===== src/rtl/ec1_out_port.sv =====
// EC-1 OUT path FIFO: buffers accumulator values pushed by OutE and drains them over valid/ready.
// Optional macro EC1_OUT_DROP_OLDEST_EN: a push into a full FIFO overwrites the oldest entry instead of being dropped.
module ec1_out_port #(
  parameter int WIDTH = 8,
  parameter int DEPTH = 4
) (
  input  logic                       clk,
  input  logic                       Reset_n,
  input  logic                       OutE,
  input  logic [WIDTH-1:0]           A_in,
  input  logic                       H,
  output logic [WIDTH-1:0]           out_data,
  output logic                       out_valid,
  input  logic                       out_ready,
  output logic [$clog2(DEPTH+1)-1:0] count,
  output logic                       full,
  output logic                       overflow,
  output logic                       done
);

  localparam int PW = $clog2(DEPTH);
  localparam int CW = $clog2(DEPTH + 1);
  localparam logic [PW-1:0] PTR_ONE = {{(PW-1){1'b0}}, 1'b1};
  localparam logic [CW-1:0] CNT_ONE = {{(CW-1){1'b0}}, 1'b1};
  localparam logic [CW-1:0] CNT_FULL = CW'(DEPTH);

  logic [WIDTH-1:0] mem_q [DEPTH];
  logic [PW-1:0]    head_q, head_d;
  logic [PW-1:0]    tail_q, tail_d;
  logic [CW-1:0]    count_q, count_d;
  logic             overflow_q, overflow_d;
  logic             wr_en_s;
  logic             push_s, pop_s, full_s, valid_s;

  assign valid_s = (count_q != {CW{1'b0}});
  assign full_s  = (count_q == CNT_FULL);
  assign push_s  = OutE;
  assign pop_s   = valid_s && out_ready;

  // Next-state decode for pointers, occupancy and the sticky overflow flag
  always_comb begin
    head_d     = head_q;
    tail_d     = tail_q;
    count_d    = count_q;
    overflow_d = overflow_q;
    wr_en_s    = 1'b0;
    case ({push_s, pop_s})
      2'b11: begin
        // A pop frees the slot, so a full FIFO still accepts the push
        wr_en_s = 1'b1;
        tail_d  = tail_q + PTR_ONE;
        head_d  = head_q + PTR_ONE;
      end
      2'b10: begin
        if (!full_s) begin
          wr_en_s = 1'b1;
          tail_d  = tail_q + PTR_ONE;
          count_d = count_q + CNT_ONE;
        end else begin
          overflow_d = 1'b1;
`ifdef EC1_OUT_DROP_OLDEST_EN
          wr_en_s = 1'b1;
          tail_d  = tail_q + PTR_ONE;
          head_d  = head_q + PTR_ONE;
`endif
        end
      end
      2'b01: begin
        head_d  = head_q + PTR_ONE;
        count_d = count_q - CNT_ONE;
      end
      default: begin
        wr_en_s = 1'b0;
      end
    endcase
  end

  // State registers and storage
  always_ff @(posedge clk or negedge Reset_n) begin
    if (!Reset_n) begin
      head_q     <= {PW{1'b0}};
      tail_q     <= {PW{1'b0}};
      count_q    <= {CW{1'b0}};
      overflow_q <= 1'b0;
      for (int i = 0; i < DEPTH; i++) begin
        mem_q[i] <= {WIDTH{1'b0}};
      end
    end else begin
      head_q     <= head_d;
      tail_q     <= tail_d;
      count_q    <= count_d;
      overflow_q <= overflow_d;
      if (wr_en_s) begin
        mem_q[tail_q] <= A_in;
      end
    end
  end

  assign out_data  = mem_q[head_q];
  assign out_valid = valid_s;
  assign count     = count_q;
  assign full      = full_s;
  assign overflow  = overflow_q;
  assign done      = H && !valid_s;

endmodule


===== config.mk =====
export PLATFORM = sky130hd
export DESIGN_NAME = ec1_out_port
export DESIGN_NICKNAME = d
export VERILOG_FILES = /design/src/rtl/ec1_out_port.sv
export SDC_FILE = /design/constraint.sdc
export NUM_CORES = 1
export LEC_CHECK = 0
export ABC_AREA = 1
export CORE_ASPECT_RATIO = 0.8
export CORE_MARGIN = 2
export CORE_UTILIZATION = 45
export DETAILED_ROUTE_END_ITERATION = 7
export GPL_TIMING_DRIVEN = 0
export HOLD_SLACK_MARGIN = 0.15
export PLACE_DENSITY = 0.71
export SYNTH_ARGS = -nofsm -noshare
export SYNTH_HDL_FRONTEND = slang
export SYNTH_SLANG_ARGS = --single-unit

===== constraint.sdc =====
create_clock -name clk -period 1.4 [get_ports clk]
set_input_delay 0.14 -clock clk [delete_from_list [all_inputs] [get_ports clk]]
set_output_delay 0.14 -clock clk [all_outputs]
set_load 0.01 [all_outputs]

==> results of run 1 <==
[kinds of logic (layout without fill, tap and decap cells)]
| logic type | after synthesis | after routing |
|---|---|---|
| fa+ha+maj | 5 | 5 |
| simple gates | 75 | 75 |
| flops | 40 | 40 |
| xor+xnor | 2 | 2 |
| buf+inv | 28 | 90 |
| compound gates | 61 | 61 |
[routing by layer]
layer  up-vias  wire length [microns]
li1        823                      -
met1       834                   2470
met2        47                   2450
met3         7                    249
met4         0                     49
met5         -                      0
[stage by stage]
| stage | TNS, ns | instances |
|---|---|---|
| detailed placement | -11.53 | 295 |
| global placement | -42.39 | 295 |
| global route | -6.55 | 330 |
| finish | -4.32 | 330 |
| floorplan | -0.0809 | 211 |
| CTS | -1.83 | 315 |
[where the power goes]
part	switching, mW	total (mW)	internal (mW)
clock network	0.389	0.791	0.402
registers	0.441	2.15	1.71
logic	2.01	3.88	1.87
[how the worst max path moves through the flow]
stage	to	cells past startpoint	slack, ns
3_5_place_dp	out_data[2]	6	-0.60
4_1_cts	out_data[3]	6	-0.14
5_1_grt	out_data[2]	6	-0.22
6_report	out_data[2]	6	-0.19
3_3_place_gp	count[0]	1	-0.91
2_1_floorplan	count[1]	7	-0.06
[sequential cells by signal, summed over array words and instances (netlist names)]
register	count
head_q	2
tail_q	2
count	3
overflow	1
mem_q	32
[synthesized netlist by cell type, drive strengths merged]
cell type	instances	share of area, %
ha	4	2.6
fa	1	1.1
dfrtp	40	53
o21ai	49	13
nand2	44	9.1
o21bai	1	0.40
a21oi	3	0.79
clkbuf	2	0.40
nor2	21	4.2
nand3	8	3.6
nand4	1	0.33
nor3	1	0.86
o22ai	8	2.6
buf	6	2.9
inv	20	4.0
xor2	2	0.93
[area by class of cell]
class                           instances  area (sq um)
Multi-Input combinational cell        143          1020
Inverter                               20          81.3
Clock buffer                            8          90.1
Fill cell                             311          1190
Sequential cell                        40          1000
Buffer                                  7          96.3
Tap cell                               57          71.3
Timing Repair Buffer                   55           542
[repair_timing]
| item | 4_1_cts | 5_1_grt |
|---|---|---|
| gates cloned | 1 | 4 |
| endpoints found under the hold margin | 40 | 0 |
| pin swaps | 5 | 16 |
| hold buffers | 1 | 0 |
| endpoints found under the setup margin | 16 | 48 |
| buffers inserted | 11 | 11 |
| resized for setup | 99 | 84 |
[critical path, cell delays in order, from the launching register on]
cell and delay (ns):
dfrtp_1 0.35, buf_6 0.14, clkinvlp_4 0.14, buf_6 0.17, o21ai_2 0.12, o22ai_2 0.09, buf_2 0.14
==> flow_summary.json, run 1 <==
{
  "status": "complete, but fails checks",
  "violations": "negative setup slack",
  "fin_area_sq_um": 2910,
  "grt_pass1_vias": 1432,
  "syn_nets": 229,
  "rows": 21,
  "place_ws_ns": -0.597,
  "holdWs_ns": 0.484,
  "hold-path-cell-count": 2,
  "yosysWarningCount": 0,
  "clkSinkCount": 40,
  "detail-route-antenna-nets": 0,
  "drtIter0Drc": 158,
  "gp_congestion": 0.741,
  "area_growth_pct": 53.7,
  "max_slew_margin_pct": 41.1,
  "clock-root-buffer": "clkbuf_8",
  "hpwl_microns": 2750,
  "diodes": 0,
  "synth.avg_cell_area_sq_um": 8.97,
  "die_y_microns": 62.0,
  "wl_per_cell_microns": 15.8,
  "grt_overflow": 0,
  "grt_setup_unrepaired": "yes",
  "cts_buffers": 5,
  "synth_top_family_by_area": "simple AND/OR/NAND/NOR gates",
  "portBuffers": 27,
  "synthSimpleGateAreaFrac_pct": 18.0,
  "crit_required_ns": 1.26,
  "r2r_setup_slack_ns": -0.11,
  "finalHoldViolations": 0,
  "crit_path_end_kind": "output pin",
  "setup.worst_path.start": "head_q[0]",
  "die_area_sq_um": 4740,
  "grt_usage_pct": 19.6,
  "grt_max_degree": 41,
  "startpoint_type": "flop",
  "final_common_cell": "dfrtp_1",
  "maxCapViolations": 0,
  "final_cell_mix": "dfrtp_1 (37), o21ai_2 (34), nand2_1 (27)",
  "min_period_ns": 1.59,
  "h-tree-depth": 2,
  "via_per_inst": 5.18,
  "met3_usage_pct": 4.05,
  "vias": 1711,
  "routed_wl_microns": 5220,
  "io_pins": 28,
  "synth_compound_area_share_pct": 17.2,
  "period_share_pct": 114,
  "synthDistinctLibCells": 21,
  "r2r_cells": 6,
  "setup_viol": 44,
  "hold_start": "mem_q[19]",
  "synth_adder_area_share_pct": 3.70,
  "ir_drop_mv": 1.15,
  "worstSkewPairLatency_ns": 0.29,
  "coreArea_sq_um": 4100,
  "static-leakage-power_nw": 1.38,
  "reg2reg_to": "mem_q[18]",
  "timing.final.ws_setup_ns": -0.193,
  "grt_pass1_wl_microns": 6950,
  "dr.pass1.iters": 5,
  "clkTransAtPathRegs_ns": 0.08,
  "ys_seq_elements": 40,
  "criticalPathCategory": "reg2out",
  "place_area_sq_um": 2260,
  "syn-instance-count": 211,
  "fin_total_pwr_mw": 6.82,
  "cts_buffer_depth": 2,
  "worst_slew_pin_slew_ns": 0.884,
  "use_met1_pct": 26.9,
  "muxShareOfSynthArea_pct": 0,
  "arrival_ns": 1.45,
  "grt-busiest-layer": "met2",
  "drc_errors": 0,
  "powerDensity_nw_per_um2": 2340,
  "synth-xor-area-share_pct": 0.925,
  "timing.fmax_mhz": 628,
  "cp_max_fo": 7,
  "seq_area_frac_synth_pct": 52.9,
  "slew_viol_final": 0,
  "hold_path_class": "reg2reg",
  "syn_area_sq_um": 1890,
  "final_nets": 290,
  "r2r-start": "count[0]",
  "final.setup_skew_ns": 0.0100,
  "start_util_pct": 46.2,
  "grt.met2_usage_pct": 31.9,
  "antenna_found_initial": 0,
  "cts_tree": "built",
  "hold-path-endpoint": "mem_q[19]",
  "drive_gt1_share_pct": 46.9,
  "fp.dieW_microns": 76.5,
  "final_util_pct": 71.0
}
Power figures use the tool's default switching activity.
==> run 2: changes to the inputs <==
- CTS_CLUSTER_SIZE: not set -> 25
- SETUP_SLACK_MARGIN: not set -> 0.5
==> run 2 against run 1 <==
Net effect: the run still ends with negative setup slack left; clock power is 5.1% higher; clock skew grew 0.0050 ns; non-clock buffer count grew 16; die area unchanged; critical path depth up 4; sequential share of layout area down 4.8 points; fmax fell by 3.2%; sequential power grew 3%; largest cell class unchanged.
==> flow_summary.json, run 2 (synthesis results as in run 1) <==
{
  "status": "complete, but fails checks",
  "violations": "negative setup slack",
  "critPathMostFrequentCell": "nand2_1",
  "coreArea_sq_um": 4100,
  "setup_viol": 49,
  "setup.worst_path.start": "count[0]",
  "dr.pass1.iters": 4,
  "crit_required_ns": 1.66,
  "gp_congestion": 0.756,
  "worstSkewPairLatency_ns": 0.31,
  "swShare_pct": 43.1,
  "holdWs_ns": 0.279,
  "timing.fmax_mhz": 608,
  "worst_slew_pin_slew_ns": 0.588,
  "clkTransAtPathRegs_ns": 0.09,
  "grt_usage_pct": 26.1,
  "detail-route-antenna-nets": 0,
  "portBuffers": 27,
  "largest_reg_flops": 32,
  "vias": 1921,
  "diodes": 0,
  "drc_errors": 0,
  "largest-register": "mem_q",
  "grt_max_degree": 24,
  "r2r_setup_slack_ns": -0.25,
  "clkPwrFrac_pct": 9.8,
  "wl_per_cell_microns": 20.0,
  "start_util_pct": 46.2,
  "r2r_cells": 10,
  "hold_path_class": "in2async",
  "hpwl_microns": 3020,
  "path_cells": "buf_6, nor2_4, nand2_4, nand3_4, fa_2, inv_2, nand3_2, nand2_1, nand2_1, nand2_1",
  "die_y_microns": 62.0,
  "slew_viol_final": 0,
  "routed_wl_microns": 6900,
  "final_cell_mix": "dfrtp_1 (38), o21ai_2 (35), buf_6 (31)",
  "grt_pass1_wl_microns": 9070,
  "grt_pass1_vias": 1777,
  "cts_buffers": 5,
  "grt_setup_unrepaired": "yes",
  "max_slew_margin_pct": 60.8,
  "drtIter0Drc": 129,
  "critical_path.top_delay_family": "simple AND/OR/NAND/NOR gates",
  "cpPeakStageDelay_ns": 0.43,
  "critical_path_buf_inv_count": 2,
  "area_growth_pct": 78.4,
  "static-leakage-power_nw": 1.56,
  "cts_buffer_depth": 2,
  "fin_total_pwr_mw": 8.50,
  "cp_max_fo": 4,
  "r2r-start": "count[0]",
  "h-tree-depth": 2,
  "grt_overflow": 0,
  "ir_drop_mv": 1.38,
  "min_period_ns": 1.65,
  "p_sw_mw": 3.66,
  "seqPwrFrac_pct": 26.0,
  "fp.dieW_microns": 76.5,
  "rows": 21,
  "die_area_sq_um": 4740,
  "internal_power_mw": 4.84,
  "cts_tree": "built",
  "timing.final.ws_setup_ns": -0.246,
  "via_per_inst": 5.55,
  "slowest_stage": "dfrtp_2",
  "period_share_pct": 118,
  "arrival_ns": 1.90,
  "final_nets": 306,
  "powerDensity_nw_per_um2": 2520,
  "io_pins": 28,
  "crit_path_end_kind": "flop",
  "criticalPathCategory": "reg2reg",
  "reg2reg_to": "count[2]",
  "finalHoldViolations": 0,
  "drive_gt1_share_pct": 63.0,
  "clock-root-buffer": "clkbuf_8",
  "final.setup_skew_ns": 0.0150,
  "final_util_pct": 82.4,
  "combinationalPowerShare_pct": 64.2,
  "clkSinkCount": 40,
  "startpoint_type": "flop",
  "antenna_found_initial": 0,
  "final_common_cell": "dfrtp_1",
  "worst-path-stages": 10,
  "maxCapViolations": 0
}
-- run 2: power groups by stage --
| stage | Sequential [mW] | Clock, mW | Combinational [mW] |
|---|---|---|---|
| finish | 2.21 | 0.831 | 5.46 |
| global route | 2.25 | 0.864 | 5.74 |
| CTS | 2.08 | 0.815 | 4.46 |
| detailed placement | 2.06 | 0 | 3.24 |
| global placement | 2.05 | 0 | 3.18 |
| floorplan | 2.02 | 0 | 2.14 |
-- run 2: cell type report --
type | count | area, sq um
multi-input combinational | 143 | 1210
sequential | 40 | 1000
timing repair buffer | 70 | 778
fill | 218 | 722
buffer | 8 | 126
inverter | 20 | 90.1
clock buffer | 6 | 82.6
tap | 57 | 71.3
clock inverter | 2 | 10.0
-- run 2: repair_timing --
action	CTS	global route
gates cloned	6	0
pin swaps	20	15
endpoints found under the setup margin	55	78
resized for setup	146	65
hold endpoints to repair	17	0
setup buffers	26	9
hold buffers	1	0
-- run 2: metrics by stage --
stage                     setup TNS (ns)  instance area [sq um]  std cells  setup slack, ns
final                              -5.46                   3380        346           -0.246
after global routing               -6.77                   3380        346           -0.263
after CTS                          -3.06                   3070        337           -0.150
after detailed placement          -10.38                   2430        296           -0.606
after global placement            -44.93                   2410        295            -1.02
after floorplan                  -0.0809                   2070        211          -0.0647
-- run 2: metal layers --
metal,GRT usage [%],wire length [microns],up-vias
met3,4.34,303,21
met4,7.01,229,0
met5,0,0,-
li1,-,-,857
met1,33.6,2870,971
met2,47.5,3500,72
-- run 2: worst max path at each step --
stage / slack, ns / endpoint
after detailed placement: -0.61 / count[1]
after floorplan: -0.06 / count[1]
after global routing: -0.26 / count[2]
after global placement: -1.02 / count[1]
final: -0.25 / count[2]
after CTS: -0.15 / out_data[0]
